<file path="config.mk">
export PLATFORM = sky130hd
export DESIGN_NAME = ipm_unmask_serial
export DESIGN_NICKNAME = d
export VERILOG_FILES = /design/src/rtl/ipm_pkg.sv /design/src/rtl/ipm_unmask_serial_gf256_mul.sv /design/src/rtl/ipm_unmask_serial.sv
export SDC_FILE = /design/constraint.sdc
export NUM_CORES = 1
export LEC_CHECK = 0
export BUFFER_PORTS_ARGS = -buffer_cell sky130_fd_sc_hd__buf_2
export CORE_MARGIN = 10
export CORE_UTILIZATION = 58
export DETAILED_ROUTE_END_ITERATION = 6
export GPL_ROUTABILITY_DRIVEN = 0
export HOLD_SLACK_MARGIN = 0.02
export MAX_ROUTING_LAYER = met4
export PLACE_DENSITY = 0.81
export SKIP_LAST_GASP = 1
export SYNTH_ARGS = -nofsm -noshare
export SYNTH_HDL_FRONTEND = slang
export SYNTH_SLANG_ARGS = --single-unit
</file>
<file path="constraint.sdc">
create_clock -name clk -period 4.33 [get_ports clk]
set_input_delay 0.6495 -clock clk [delete_from_list [all_inputs] [get_ports clk]]
set_output_delay 0.6495 -clock clk [all_outputs]
set_load 0.02 [all_outputs]
</file>
<file path="src/rtl/ipm_pkg.sv">
// Shared definitions for the IPM unmasking path.
// GF(2^8) reduction constant and decoder FSM states.
package ipm_pkg;

  localparam int BYTE_W = 8;
  localparam logic [7:0] GF_POLY = 8'h1B;

  typedef enum logic [1:0] {
    IDLE = 2'd0,
    ACC  = 2'd1,
    DONE = 2'd2
  } state_t;

endpackage

</file>
<file path="src/rtl/ipm_unmask_serial_gf256_mul.sv">
// Combinational GF(2^8) multiplier, modulus x^8+x^4+x^3+x+1.
// Same reduction as the inner-product path so results match bit-exactly.
module gf256_mul
  import ipm_pkg::*;
(
  input  logic [BYTE_W-1:0] a,
  input  logic [BYTE_W-1:0] b,
  output logic [BYTE_W-1:0] p
);

  logic [14:0] prod;

  // Carry-less product, then fold the high bits back down by the modulus.
  always_comb begin
    prod = '0;
    for (int i = 0; i < 8; i++) begin
      if (b[i]) prod = prod ^ (15'(a) << i);
    end
    for (int i = 14; i >= 8; i--) begin
      if (prod[i]) prod = prod ^ (15'({1'b1, GF_POLY}) << (i - 8));
    end
  end

  assign p = prod[7:0];

endmodule

</file>
<file path="src/rtl/ipm_unmask_serial.sv">
// Serial IPM decoder: x = s0 ^ XOR_j gf_mul(L_j, s_j).
// One multiply per cycle over captured share/L registers.
module ipm_unmask_serial
  import ipm_pkg::*;
#(
  parameter int v = 3
) (
  input  logic           clk,
  input  logic           rst,
  input  logic           in_valid,
  output logic           in_ready,
  input  logic [v*8-1:0] share_in,
  input  logic [v*8-1:0] L_in,
  output logic           out_valid,
  input  logic           out_ready,
  output logic [7:0]     x_out
);

  localparam int CW = $clog2(v) + 1;

  state_t state;
  state_t state_nx;

  logic [v*8-1:0] share_q;
  logic [v*8-1:0] l_q;
  logic [7:0]     acc;
  logic [CW-1:0]  j;
  logic [7:0]     s_sel;
  logic [7:0]     l_sel;
  logic [7:0]     prod;
  logic           accept;
  logic           last;

  assign accept = in_valid & in_ready;
  assign last   = (j == CW'(v - 1));

  // v-way byte mux selecting the operand pair for step j.
  always_comb begin
    s_sel = '0;
    l_sel = '0;
    for (int k = 0; k < v; k++) begin
      if (j == CW'(k)) begin
        s_sel = share_q[k*8 +: 8];
        l_sel = l_q[k*8 +: 8];
      end
    end
  end

  gf256_mul u_mul (
    .a (l_sel),
    .b (s_sel),
    .p (prod)
  );

  // State register.
  always_ff @(posedge clk) begin
    if (rst) state <= IDLE;
    else     state <= state_nx;
  end

  // Next-state logic.
  always_comb begin
    state_nx = state;
    unique case (state)
      IDLE: begin
        if (accept) state_nx = (v > 1) ? ACC : DONE;
      end
      ACC: begin
        if (last) state_nx = DONE;
      end
      DONE: begin
        if (out_ready) state_nx = IDLE;
      end
      default: state_nx = IDLE;
    endcase
  end

  // Handshake outputs decoded from state.
  always_comb begin
    in_ready  = (state == IDLE);
    out_valid = (state == DONE);
  end

  // Capture operands and accumulate one product per ACC cycle.
  always_ff @(posedge clk) begin
    if (rst) begin
      share_q <= '0;
      l_q     <= '0;
      acc     <= '0;
      j       <= '0;
    end else if (accept) begin
      share_q <= share_in;
      l_q     <= L_in;
      acc     <= share_in[7:0];
      j       <= CW'(1);
    end else if (state == ACC) begin
      acc <= acc ^ prod;
      j   <= j + CW'(1);
    end
  end

  assign x_out = acc;

endmodule

</file>
* After elaboration in Yosys (flattened, before gate mapping) *
Index checks and enable logic that the tools add are counted.
W data, S select, Z words.

cells by class
  add/sub/neg operators = 1
  multipliers = 0
  div/mod/pow operators = 0
  $lt $le $gt $ge = 0
  equality and inequality tests = 7
  shift operators = 0
  mux-type cells = 29
  bitwise gates (word level) = 16
  reduce and logical (&&, ||, !) cells = 5

operators by type and width
  operator               number
  $mux W15               7
  $mux W8                10
  $not A4 Y4             7
  $xor A15 B10 Y15       1
  $xor A15 B11 Y15       1
  $xor A15 B12 Y15       1
  $xor A15 B13 Y15       1
  $xor A15 B14 Y15       1
  $xor A15 B15 Y15       1
  $xor A15 B9 Y15        1
  $mux W11               1
  $mux W10               1
  $mux W9                1
  $xor A8 B8 Y8          1
  $mux W7                1
  $mux W2                3
  $mux W6                1
  $pmux W2 S3            1
  $mux W5                1
  $ne A2 B1 Y1 const B   2
  $add A3 B1 Y3 const B  1
  $eq A3 B1 Y1 const B   1
  $eq A3 B2 Y1 const B   1
  $logic_not A3 Y1       1
  other kinds (9)        10

word-level totals
  register bits after elaboration = 61
  bits in latches = 0
  memory bits (writable) = 0
  bits in read-only memories = 0
  input bits = 52
  word-level logic and storage cells = 64
  memories kept = 0

* Longest topological paths before layout *
  word-level depth = 36
  gate-level depth with buffers = 15
  mapped depth without buffers = 11

* Hierarchy *
Synthesis repeated with hierarchy kept, for this count alone.

unflattened totals
  cells, all modules = 525
  area total of the unflattened synthesis = 3,863.7 sq um

by module, submodules not included
  module             times used  cells each  area each (sq um)
  ipm_unmask_serial  1           360         2,728.9
  gf256_mul          1           165         1,134.8

* Least setup slack after synthesis *
Ideal clock, no wire load.

  kind = register to register
  start point = register j[0]
  end point = register acc[4] (netlist: x_out[4])
  setup time = 0.087 ns
  arrival = 3.243 ns
  data required time = 4.243 ns
  slack = 1.000 ns
  cell stages (with the launch flop) = 13
  path buffers = 2
  cells stage by stage = dfxtp_1 inv_1 ha_1 buf_4 buf_4 a221oi_1 nand2_1 xor2_1 xnor2_4 xor3_2 xor2_2 xnor3_1 a221oi_2

between the ends
  word-level cells in the longest chain between the ends = 33
  elaborated cells between the ends (all ways) = 40
  classes of those cells = eq/ne (2); mux (23); bitwise (14); reduce/logical (1)

ends and longest elaborated chain
  what                         line                               text
  from (decl)                  ipm_unmask_serial.sv:27            logic [CW-1:0] j;
  from (signal assigned)       ipm_unmask_serial.sv:98            j <= j + CW'(1);
  $logic_not A3 Y1             ipm_unmask_serial.sv:42            if (j == CW'(k)) begin
  $mux W8 (3 in a row)         ipm_unmask_serial.sv:42
  $mux W8                      ipm_unmask_serial_gf256_mul.sv:17  if (b[i]) prod = prod ^ (15'(a) << i);
  $xor A15 B9 Y15              ipm_unmask_serial_gf256_mul.sv:17
  $mux W15                     ipm_unmask_serial_gf256_mul.sv:17
  $xor A15 B10 Y15             ipm_unmask_serial_gf256_mul.sv:17
  $mux W15                     ipm_unmask_serial_gf256_mul.sv:17
  $xor A15 B11 Y15             ipm_unmask_serial_gf256_mul.sv:17
  [... 15 more ...]            n/a
  $mux W7                      ipm_unmask_serial_gf256_mul.sv:20  if (prod[i]) prod = prod ^ (15'({1'b1, GF_POLY}) << (i - 8));
  $not A4 Y4 (no source line)  n/a
  $mux W6                      ipm_unmask_serial_gf256_mul.sv:20
  $not A4 Y4 (no source line)  n/a
  $mux W5 (*)                  ipm_unmask_serial_gf256_mul.sv:20
  $xor A8 B8 Y8 (*)            ipm_unmask_serial.sv:97            acc <= acc ^ prod;
  $mux W8 (*)                  ipm_unmask_serial.sv:96            end else if (state == ACC) begin
  $mux W8 (*)                  ipm_unmask_serial.sv:91            end else if (accept) begin
  to (signal assigned)         ipm_unmask_serial.sv:94            acc <= share_in[7:0];
  to (signal assigned)         ipm_unmask_serial.sv:97
  to (decl)                    ipm_unmask_serial.sv:26            logic [7:0] acc;

Mark *: on every way between the ends. The rest lies on a longest branch, timed or not. The select of a mux whose other input is x is not followed.
A chain may end at the register's enable or synchronous reset.

* Worst setup path in the final report *
Ends and elaborated chain as after synthesis.

==> flow_metrics.py <==
metrics = {
    "outcome": {
        "status": "finished clean",
    },
    "clock_network": {
        "tritoncts": "yes",
        "cts_max_level": 3,
        "clk-insertion-delay-late_ns": 0.35,
        "cts_hold_buffers": 0,
        "path_clk_slew_ns": 0.07,
        "cts_root_buf": "clkbuf_8",
        "clock_sinks": 61,
        "cts_made_buffers": 9,
        "clk_path_buf_depth": 2,
    },
    "grt": {
        "grt_use_total_pct": 21.03,
        "antenna_found_initial": 0,
        "grt_remaining_overflow": 0,
        "grt_max_degree": 62,
        "grt_pass1_wl_mm": 18.68,
        "first_global_vias": 3833,
    },
    "setup_path": {
        "crit_path_max_incr_delay_ns": 0.61,
        "crit_arrival_ns": 4.17,
        "cp_common_cell": "xnor3_1",
        "startpoint_type": "flip-flop",
        "required_ns": 4.59,
        "slowest_stage": "ha_2",
        "path_cells": "inv_1, ha_2, a21oi_1, a21o_1, a221oi_1, xor2_1, xnor3_1, xor3_2, xor2_2, xnor3_1, a221oi_2",
        "cp_top_family": "XOR/XNOR gates",
        "cp_max_fo": 31,
        "path_buf_inv": 1,
        "critical_path_class": "reg2reg",
        "cp-end-kind": "flip-flop",
    },
    "timing": {
        "finalHoldViolations": 0,
        "finalCritPeriodShare_pct": 90.37,
        "rsz0062_at_grt": "false",
        "fin_ws_ns": 0.4168,
        "finalSetupViolCount": 0,
        "fin_hold_ws_ns": 0.4571,
        "max_freq_mhz": 255.5,
        "final_max_slew_viol_count": 0,
        "max-slew-margin-rel_pct": 26.60,
        "final.setup.tns_ns": 0,
        "worst_slew_pin_slew_ns": 1.101,
        "clock_skew_ns": 0.008509,
        "min_period_ns": 3.913,
    },
    "route": {
        "ant_nets": 0,
        "drt_iter0_drc": 282,
        "dr.pass1.iters": 5,
        "viasPerCell": 5.651,
        "wl_mm": 11.02,
        "routedWlPerCell_um": 16.45,
        "route.detailed.drc": 0,
        "num_vias": 3786,
    },
    "die": {
        "row_count": 30,
        "core_mm2": 0.006794,
        "die_w_um": 103.8,
        "chipHeight_um": 103.8,
        "initial_core_util_pct": 59.98,
        "dieArea_mm2": 0.01078,
        "pin_count": 62,
    },
    "flow_run": {
        "maxCapViolCount": 0,
    },
    "final_layout": {
        "final_cell_mix": "nand2_1, a21oi_1, buf_2, dfxtp_1, xnor2_1",
        "regArea_mm2": 0.001221,
        "n_fill_cell": 558,
        "drive_above_1_share_pct": 20.38,
        "layout.nets": 625,
        "syn2layout_area_growth_pct": 14.52,
        "multi_input_comb_area_mm2": 0.002616,
        "final_common_cell": "nand2_1",
        "num_antenna_cells": 0,
    },
    "power": {
        "cellLeakagePower_nw": 1.769,
        "vdd_drop_max_v": 0.0002588,
        "powerDensity_mw_per_mm2": 373.2,
    },
    "logic_synthesis": {
        "ys.flop_type": "dfxtp_1",
        "yosys.area.top_type": "dfxtp_1",
        "syn_area_per_cell_um2": 7.867,
        "synthCells": 518,
        "ys_ff_latch": 61,
        "synth_top_area_share_pct": 29.97,
        "synth_edf_count": 0,
        "seq_area_frac_synth_pct": 29.97,
        "ys_types": 46,
        "async_flop_share_pct": 0,
        "netlist_area_mm2": 0.004075,
        "yosysWarnings": 0,
        "synth_area_leaders": "dfxtp_1, nand2_1, xnor2_1",
        "syn-num-nets": 574,
    },
    "placement": {
        "dp_slack_ns": 0.3937,
        "port_buffers": 61,
        "dp_hpwl_mm": 8.031,
    },
    "worst_hold_path": {
        "holdCritPathClass": "reg2reg",
    },
}
==> tightest hold or removal path, stage by stage, from the launching register on <==
cell and delay [ns]:
dfxtp_1 0.31, nand2_1 0.05, a21oi_1 0.05
==> flip-flops by register name (all words and copies together) (netlist names) <==
name,flops
share_q,24
l_q,24
j,3
state,2
x_out,8
==> power breakdown <==
part	total, mW	leakage (nW)	internal (mW)	switching [mW]
Combinational	0.511	1.15	0.231	0.281
Sequential	0.642	0.501	0.603	0.0387
Clock	0.589	0.113	0.343	0.245
==> timing repair <==
action                     4_1_cts  5_1_grt
buffers inserted                 0        0
setup endpoints to repair        0        1
resized for setup                0        1
==> area by class of cell <==
class                   instances  share of cell area (%)
clock buffers                  10                   2.949
clock inverters                 6                   2.011
inverters                      20                   1.609
multi-input cells             403                   56.06
flip-flops and latches         61                   26.17
well taps                      96                   2.574
repair buffers                 74                   8.633
==> path summary, 6_finish.rpt <==
check                                 start          end  slack, ns  depth (start not counted)
worst max-delay path                   j[0]     x_out[4]       0.42                         11
worst min-delay path            share_q[16]  share_q[16]       0.46                          2
worst max register to register         j[0]     x_out[4]       0.42                         11
worst min register to register  share_q[16]  share_q[16]       0.46                          2
==> cells in the mapped netlist (2+ instances only) <==
library cell	n
a221oi_4	2
inv_1	20
nand2_1	157
nand3_1	2
nor3_1	7
a21o_1	4
xor2_1	14
a211oi_1	5
nor2b_1	3
a21oi_2	2
nor2_1	11
o211ai_1	2
o21ai_0	5
a221oi_2	9
buf_4	3
a2111oi_0	3
xnor2_4	2
xnor3_1	5
and2_1	5
xor2_2	2
dfxtp_1	61
clkbuf_1	14
ha_1	4
buf_6	3
nand3b_1	14
a21oi_1	71
nand3b_4	3
a221oi_1	8
buf_2	6
buf_1	8
xnor2_1	48
==> per-layer routing <==
layer	global-route usage, %	wire length, µm	up-vias
met5	-	0	-
li1	-	-	1838
met4	8.151	338	0
met3	4.833	709	30
met1	25.84	4767	1753
met2	32.75	5206	165
==> stage by stage <==
step / utilization [%] / power (mW) / instance area (µm²) / std cells
3_3_place_gp: 65.25 / 1.140 / 4433 / 654
2_1_floorplan: - / 1.032 / 4075 / 518
4_1_cts: 68.66 / 1.742 / 4664 / 670
6_report: 68.69 / 1.742 / 4667 / 670
5_1_grt: 68.69 / 1.826 / 4667 / 670
3_5_place_dp: 65.25 / 1.155 / 4433 / 654
==> kinds of logic after synthesis <==
kind of cell | Yosys count | share of synthesized area (%)
simple gates | 205 | 22.35
compound gates | 120 | 20.79
xor+xnor | 73 | 19.43
flops | 61 | 29.97
buf+inv | 54 | 5.987
fa+ha+maj | 4 | 1.228
mux | 1 | 0.2456
Note: power is estimated with default switching activity, not from simulation.
